<file path="config.mk">
export PLATFORM = sky130hd
export DESIGN_NAME = dwt_haar_inv2d_pipe
export DESIGN_NICKNAME = d
export VERILOG_FILES = /design/src/rtl/dwt_pkg.sv /design/src/rtl/haar_butterfly.sv /design/src/rtl/dwt_haar_inv2d_pipe.sv
export SDC_FILE = /design/constraint.sdc
export NUM_CORES = 1
export LEC_CHECK = 0
export ABC_AREA = 1
export BUFFER_PORTS_ARGS = -buffer_cell sky130_fd_sc_hd__clkbuf_2
export CORE_MARGIN = 2
export CORE_UTILIZATION = 40
export CTS_BUF_LIST = sky130_fd_sc_hd__clkbuf_8
export DETAILED_ROUTE_END_ITERATION = 12
export MAX_ROUTING_LAYER = met4
export PLACE_DENSITY = 0.66
export SETUP_SLACK_MARGIN = 0.15
export SLEW_MARGIN = 20
export SYNTH_ARGS = -nofsm -noshare
export SYNTH_HDL_FRONTEND = slang
export SYNTH_HIERARCHICAL = 1
export SYNTH_SLANG_ARGS = --single-unit
</file>
<file path="constraint.sdc">
create_clock -name HCLK -period 9.1 [get_ports HCLK]
set_input_delay 2.73 -clock HCLK [delete_from_list [all_inputs] [get_ports HCLK]]
set_output_delay 2.73 -clock HCLK [all_outputs]
set_load 0.005 [all_outputs]
</file>
<file path="src/rtl/dwt_pkg.sv">
// Shared definitions for the 2-D inverse Haar pipeline.
// Holds default widths, default frame geometry in blocks, and the unsigned
// saturation helper used on the final pixel values.
package dwt_pkg;

  localparam int unsigned DEF_CW     = 11;           // signed coefficient width
  localparam int unsigned DEF_PW     = 8;            // unsigned pixel width
  localparam int unsigned DEF_SW     = DEF_CW + 2;   // stage-2 sum width
  localparam int unsigned DEF_WIDTH  = 20;
  localparam int unsigned DEF_HEIGHT = 30;
  localparam int unsigned BLK_W      = DEF_WIDTH / 2;
  localparam int unsigned BLK_H      = DEF_HEIGHT / 2;

  // Widest pixel the helper can produce.
  localparam int unsigned SAT_MAX_PW = 16;

  typedef struct packed {
    logic                  clamp;
    logic [SAT_MAX_PW-1:0] pix;
  } sat_res_t;

  // Clamp a signed value into [0, 2^pw-1]; clamp is set when the value was
  // out of range.
  function automatic sat_res_t sat_u(input logic signed [31:0] val, input int unsigned pw);
    sat_res_t          res;
    logic signed [31:0] max_v;
    max_v = (32'sd1 <<< pw) - 32'sd1;
    res   = '0;
    if (val < 32'sd0) begin
      res.clamp = 1'b1;
    end else if (val > max_v) begin
      res.clamp = 1'b1;
      res.pix   = max_v[SAT_MAX_PW-1:0];
    end else begin
      res.pix = val[SAT_MAX_PW-1:0];
    end
    return res;
  endfunction

endpackage

</file>
<file path="src/rtl/haar_butterfly.sv">
// Combinational Haar butterfly: sum_o = x_i + y_i, diff_o = x_i - y_i.
// Ports: x_i, y_i  signed N-bit operands
//        sum_o, diff_o  signed N+1-bit results (never overflow)
module haar_butterfly #(
  parameter int unsigned N = 11
) (
  input  logic signed [N-1:0] x_i,
  input  logic signed [N-1:0] y_i,
  output logic signed [N:0]   sum_o,
  output logic signed [N:0]   diff_o
);

  logic signed [N:0] x_ext;
  logic signed [N:0] y_ext;

  assign x_ext  = {x_i[N-1], x_i};
  assign y_ext  = {y_i[N-1], y_i};
  assign sum_o  = x_ext + y_ext;
  assign diff_o = x_ext - y_ext;

endmodule

</file>
<file path="src/rtl/dwt_haar_inv2d_pipe.sv">
// Two-stage pipelined 2-D inverse Haar: one coefficient quad per channel in,
// one reconstructed 2x2 pixel block out per cycle, with valid/ready flow
// control, optional rounding/saturation, block coordinates and frame done.
// Ports:
//   HCLK, HRESET           clock, asynchronous active-high reset
//   in_valid/in_ready      coefficient handshake; cA/cH/cV/cD packed per channel
//   out_valid/out_ready    pixel block handshake; p00/p01/p10/p11 packed per channel
//   blk_x, blk_y           block coordinates of the block currently presented
//   frame_done             one-cycle pulse after the last block of a frame
//   sat_flag               sticky per-frame clamp indicator
module dwt_haar_inv2d_pipe
  import dwt_pkg::*;
#(
  parameter int unsigned WIDTH  = DEF_WIDTH,
  parameter int unsigned HEIGHT = DEF_HEIGHT,
  parameter int unsigned CH     = 3,
  parameter int unsigned CW     = DEF_CW,
  parameter int unsigned PW     = DEF_PW,
  parameter int unsigned ROUND  = 0,
  parameter int unsigned SAT_EN = 1
) (
  input  logic                          HCLK,
  input  logic                          HRESET,
  input  logic                          in_valid,
  output logic                          in_ready,
  input  logic [CH*CW-1:0]              cA,
  input  logic [CH*CW-1:0]              cH,
  input  logic [CH*CW-1:0]              cV,
  input  logic [CH*CW-1:0]              cD,
  output logic                          out_valid,
  input  logic                          out_ready,
  output logic [CH*PW-1:0]              p00,
  output logic [CH*PW-1:0]              p01,
  output logic [CH*PW-1:0]              p10,
  output logic [CH*PW-1:0]              p11,
  output logic [$clog2(WIDTH/2)-1:0]    blk_x,
  output logic [$clog2(HEIGHT/2)-1:0]   blk_y,
  output logic                          frame_done,
  output logic                          sat_flag
);

  localparam int unsigned SW      = CW + 2;
  localparam int unsigned NumBlkX = WIDTH / 2;
  localparam int unsigned NumBlkY = HEIGHT / 2;
  localparam int unsigned XW      = $clog2(NumBlkX);
  localparam int unsigned YW      = $clog2(NumBlkY);
  localparam logic [SW-1:0] RndAdd = (ROUND != 0) ? SW'(2) : '0;

  logic en, accept, xfer, last_blk;

  logic s1_valid_q, s1_valid_d;
  logic [CH-1:0][CW:0] l0_w, l1_w, h0_w, h1_w;
  logic [CH-1:0][CW:0] l0_q, l1_q, h0_q, h1_q;
  logic [CH-1:0][CW:0] l0_d, l1_d, h0_d, h1_d;

  // Index 0..3 = p00, p01, p10, p11.
  logic [CH-1:0][3:0][SW-1:0] s_w;
  logic [CH-1:0][3:0][PW-1:0] pix_w, pix_q, pix_d;
  logic [CH-1:0][3:0]         clamp_w;
  logic                       blk_clamp_q, blk_clamp_d;

  logic          out_valid_q, out_valid_d;
  logic [XW-1:0] blk_x_q, blk_x_d;
  logic [YW-1:0] blk_y_q, blk_y_d;
  logic          frame_done_q, frame_done_d;
  logic          sat_flag_q, sat_flag_d;

  // Both stages share one enable so the pipe stalls as a whole.
  assign en       = ~out_valid_q | out_ready;
  assign in_ready = en;
  assign accept   = in_valid & en;
  assign xfer     = out_valid_q & out_ready;
  assign last_blk = (blk_x_q == XW'(NumBlkX - 1)) && (blk_y_q == YW'(NumBlkY - 1));

  for (genvar c = 0; c < CH; c++) begin : g_ch
    haar_butterfly #(.N(CW)) u_bf_l (
      .x_i   (cA[c*CW +: CW]),
      .y_i   (cH[c*CW +: CW]),
      .sum_o (l0_w[c]),
      .diff_o(l1_w[c])
    );
    haar_butterfly #(.N(CW)) u_bf_h (
      .x_i   (cV[c*CW +: CW]),
      .y_i   (cD[c*CW +: CW]),
      .sum_o (h0_w[c]),
      .diff_o(h1_w[c])
    );
    haar_butterfly #(.N(CW + 1)) u_bf_top (
      .x_i   (l0_q[c]),
      .y_i   (h0_q[c]),
      .sum_o (s_w[c][0]),
      .diff_o(s_w[c][1])
    );
    haar_butterfly #(.N(CW + 1)) u_bf_bot (
      .x_i   (l1_q[c]),
      .y_i   (h1_q[c]),
      .sum_o (s_w[c][2]),
      .diff_o(s_w[c][3])
    );

    for (genvar k = 0; k < 4; k++) begin : g_pix
      logic signed [SW-1:0] rnd_w;
      logic signed [SW-1:0] shf_w;
      sat_res_t             sat_w;

      assign rnd_w = s_w[c][k] + RndAdd;
      assign shf_w = rnd_w >>> 2;
      assign sat_w = sat_u({{(32 - SW){shf_w[SW-1]}}, shf_w}, PW);
      // Without saturation the low bits wrap and no clamp is reported.
      assign pix_w[c][k]   = (SAT_EN != 0) ? sat_w.pix[PW-1:0] : shf_w[PW-1:0];
      assign clamp_w[c][k] = (SAT_EN != 0) && sat_w.clamp;

      if (PW < SAT_MAX_PW) begin : g_unused
        logic unused_sat_hi;
        assign unused_sat_hi = ^sat_w.pix[SAT_MAX_PW-1:PW];
      end
    end

    assign p00[c*PW +: PW] = pix_q[c][0];
    assign p01[c*PW +: PW] = pix_q[c][1];
    assign p10[c*PW +: PW] = pix_q[c][2];
    assign p11[c*PW +: PW] = pix_q[c][3];
  end

  always_comb begin
    s1_valid_d = s1_valid_q;
    l0_d = l0_q;
    l1_d = l1_q;
    h0_d = h0_q;
    h1_d = h1_q;
    if (en) begin
      s1_valid_d = accept;
      if (accept) begin
        l0_d = l0_w;
        l1_d = l1_w;
        h0_d = h0_w;
        h1_d = h1_w;
      end
    end

    out_valid_d = out_valid_q;
    pix_d       = pix_q;
    blk_clamp_d = blk_clamp_q;
    if (en) begin
      out_valid_d = s1_valid_q;
      if (s1_valid_q) begin
        pix_d       = pix_w;
        blk_clamp_d = |clamp_w;
      end
    end

    blk_x_d = blk_x_q;
    blk_y_d = blk_y_q;
    if (xfer) begin
      if (blk_x_q == XW'(NumBlkX - 1)) begin
        blk_x_d = '0;
        blk_y_d = last_blk ? '0 : blk_y_q + YW'(1);
      end else begin
        blk_x_d = blk_x_q + XW'(1);
      end
    end

    frame_done_d = xfer & last_blk;

    // The last block of a frame clears the flag together with frame_done.
    sat_flag_d = sat_flag_q;
    if (xfer) begin
      sat_flag_d = last_blk ? 1'b0 : (sat_flag_q | blk_clamp_q);
    end
  end

  always_ff @(posedge HCLK or posedge HRESET) begin
    if (HRESET) begin
      s1_valid_q   <= 1'b0;
      l0_q         <= '0;
      l1_q         <= '0;
      h0_q         <= '0;
      h1_q         <= '0;
      out_valid_q  <= 1'b0;
      pix_q        <= '0;
      blk_clamp_q  <= 1'b0;
      blk_x_q      <= '0;
      blk_y_q      <= '0;
      frame_done_q <= 1'b0;
      sat_flag_q   <= 1'b0;
    end else begin
      s1_valid_q   <= s1_valid_d;
      l0_q         <= l0_d;
      l1_q         <= l1_d;
      h0_q         <= h0_d;
      h1_q         <= h1_d;
      out_valid_q  <= out_valid_d;
      pix_q        <= pix_d;
      blk_clamp_q  <= blk_clamp_d;
      blk_x_q      <= blk_x_d;
      blk_y_q      <= blk_y_d;
      frame_done_q <= frame_done_d;
      sat_flag_q   <= sat_flag_d;
    end
  end

  assign out_valid  = out_valid_q;
  assign blk_x      = blk_x_q;
  assign blk_y      = blk_y_q;
  assign frame_done = frame_done_q;
  assign sat_flag   = sat_flag_q;

endmodule
</file>
==> impl_metrics.ini <==
[final_layout]
design_area_um2 = 29900
drive_gt1_share_pct = 13.7
syn_to_final_growth_pct = 9.02
nNetsFinal = 4713
fill_cells = 7261

[timing]
hold_violations = 0
slew_viol_final = 0
tightestPinTransition_ns = 1.05
fin_setup_tns_ns = 0
setup_viol = 0
rsz0062_at_grt = false
setup_ws_ns = 3.26
slew_headroom_pct = 29.7
period_share_pct = 64.2
fmax_ghz = 0.171
fin_skew_ns = 0.0377
min_period_ns = 5.84

[pwr]
internal_power_w = 0.00405
p_comb_share_pct = 62.3
swShare_pct = 51.4
power.share.clock_pct = 14.3
peakVddDrop_uv = 153
seqPwrFrac_pct = 23.4
power.density_nw_per_um2 = 279
power.switching_w = 0.00429
leakagePower_nw = 17.7

[die]
coreArea_um2 = 68300
die-area_um2 = 70800
ios = 244
fp-row-count = 96
die_h_um = 266
die_x_um = 266
start_util_pct = 40.2

[yosys]
synthCells = 4088
synth.avg_cell_area_um2 = 6.72
syn-cell-area_um2 = 27500
synth_nets = 4526
yosys_warnings = 6

[grt]
antenna_found_initial = 1
grt_max_degree = 116
grt_pass1_vias = 23300
grt.total_usage_pct = 21.7
overflow = 0
grt_pass1_wl_mm = 121

[worst_setup_path]
path_max_fanout = 6
cp-start-kind = input port
crit_type = in2out
crit_top_cell = clkbuf_2
max_stage_delay_ns = 0.13
worst_ep_required_time_ns = 6.37
end_kind = output pin
crit_family = buffers and inverters
path_cells = clkbuf_2 -> inv_2 -> nand2_4 -> clkbuf_2
worst-path-buf-inv = 3
critPathSlowestCell = clkbuf_2
crit_arrival_ns = 3.11

[detailed_routing]
vias = 24900
vias_per_cell = 4.80
drtPass1Iterations = 5
wire_per_inst_um = 14.5
drt_iter0_drc = 1437
ant_nets = 0
wl_mm = 75.3
drt_drc_violations_left = 0

[job]
drv_cap = 0

[place]
place_area_um2 = 28900
pre_cts_ws_ns = 3.26
routabilityCongestion = 0.975
dp_hpwl_mm = 61.8
numPortBuffers = 243

[cts]
clock_latency_ns = 0.64
cts_tree = done
cts_setup_buffers = 0
cts_sinks = 253
htree_levels = 2
cts_made_buffers = 48
clk_pin_slew_worst_paths_ns = 0.06
cts_resized = 0
ctsHoldBuffers = 0
cts_root_buf = clkbuf_8
clock_path_buffers = 3

[run_status]
outcome = finished clean

[worst_hold_path]
hold_path.class = reg2reg
layout make-up:
cell class / count / area (um2) / area share, %
multi-input combinational: 2990 / 17500 / 58.3
sequential: 253 / 6330 / 21.1
inverter: 735 / 2760 / 9.23
timing repair buffer: 247 / 1270 / 4.25
tap: 882 / 1100 / 3.69
clock buffer: 57 / 785 / 2.62
clock inverter: 32 / 235 / 0.786
antenna: 1 / 2.50 / 0.00836
tightest hold or removal path: stages (launching register included):
cell     delay (ns)
dfrtp_1        0.34
nand2_1        0.06
nand2_1        0.05
through the flow:
| stage | utilization [%] | instances | total power (W) | hold WS [ns] |
|---|---|---|---|---|
| 4_1_cts | 43.8 | 5196 | 0.00839 | 0.483 |
| 5_1_grt | 43.8 | 5197 | 0.00918 | 0.492 |
| 2_1_floorplan | - | 4088 | 0.00575 | 0.473 |
| 6_report | 43.8 | 5197 | 0.00834 | 0.480 |
| 3_5_place_dp | 42.3 | 5107 | 0.00714 | 0.466 |
| 3_3_place_gp | 42.3 | 5107 | 0.00709 | 0.462 |
layout by cell type (no fill, tap or decap), types with 10 or more instances in the layout:
cell type and n:
a21oi_1 132, a21oi_2 24, and2_1 18, clkbuf_2 243, clkbuf_8 57, dfrtp_1 253
fa_1 24, ha_1 278, inv_1 712, inv_2 37, mux2_2 95, mux2_4 49
nand2_1 1402, nand2_2 14, nand3_1 260, nand4_1 90, nor2_1 267, nor2_2 30
nor2_4 10, o21ai_0 104, o21bai_1 25, xnor2_1 19, xor2_1 122
path summary, 6_finish.rpt:
path | start | cells after the start | endpoint | slack [ns]
min in group asynchronous | HRESET | 2 | blk_y[2] | 2.19
setup / recovery | out_ready | 4 | in_ready | 3.26
max in group asynchronous | HRESET | 4 | p10[1] | 5.32
hold reg to reg | p01[16] | 2 | p01[16] | 0.48
hold / removal | p01[16] | 2 | p01[16] | 0.48
setup reg to reg | l0_q[0] | 15 | p01[6] | 6.17
flip-flops by register name, indices dropped and copies added, names as in the netlist, 24 cells and up:
register	cells
p01	24
p11	24
h1_q	36
l1_q	36
p00	24
l0_q	36
p10	24
h0_q	36
metal layers:
metal  vias to the layer above  track usage, %  part of all wire [%]
met1                     11300            29.5                    48
met2                       578            34.2                    45
met3                       100            2.43                   4.9
li1                      13000               -                     -
met4                         0            6.12                   2.5
met5                         -               -                     0
power groups by stage:
| stage | logic [W] | registers [W] | clock network, W |
|---|---|---|---|
| floorplan | 0.00392 | 0.00183 | 0 |
| global placement | 0.00514 | 0.00196 | 0 |
| detailed placement | 0.00518 | 0.00197 | 0 |
| CTS | 0.00520 | 0.00195 | 0.00124 |
| global route | 0.00589 | 0.00201 | 0.00129 |
| finish | 0.00520 | 0.00195 | 0.00119 |
No activity file was read; power rests on OpenSTA's default activity.
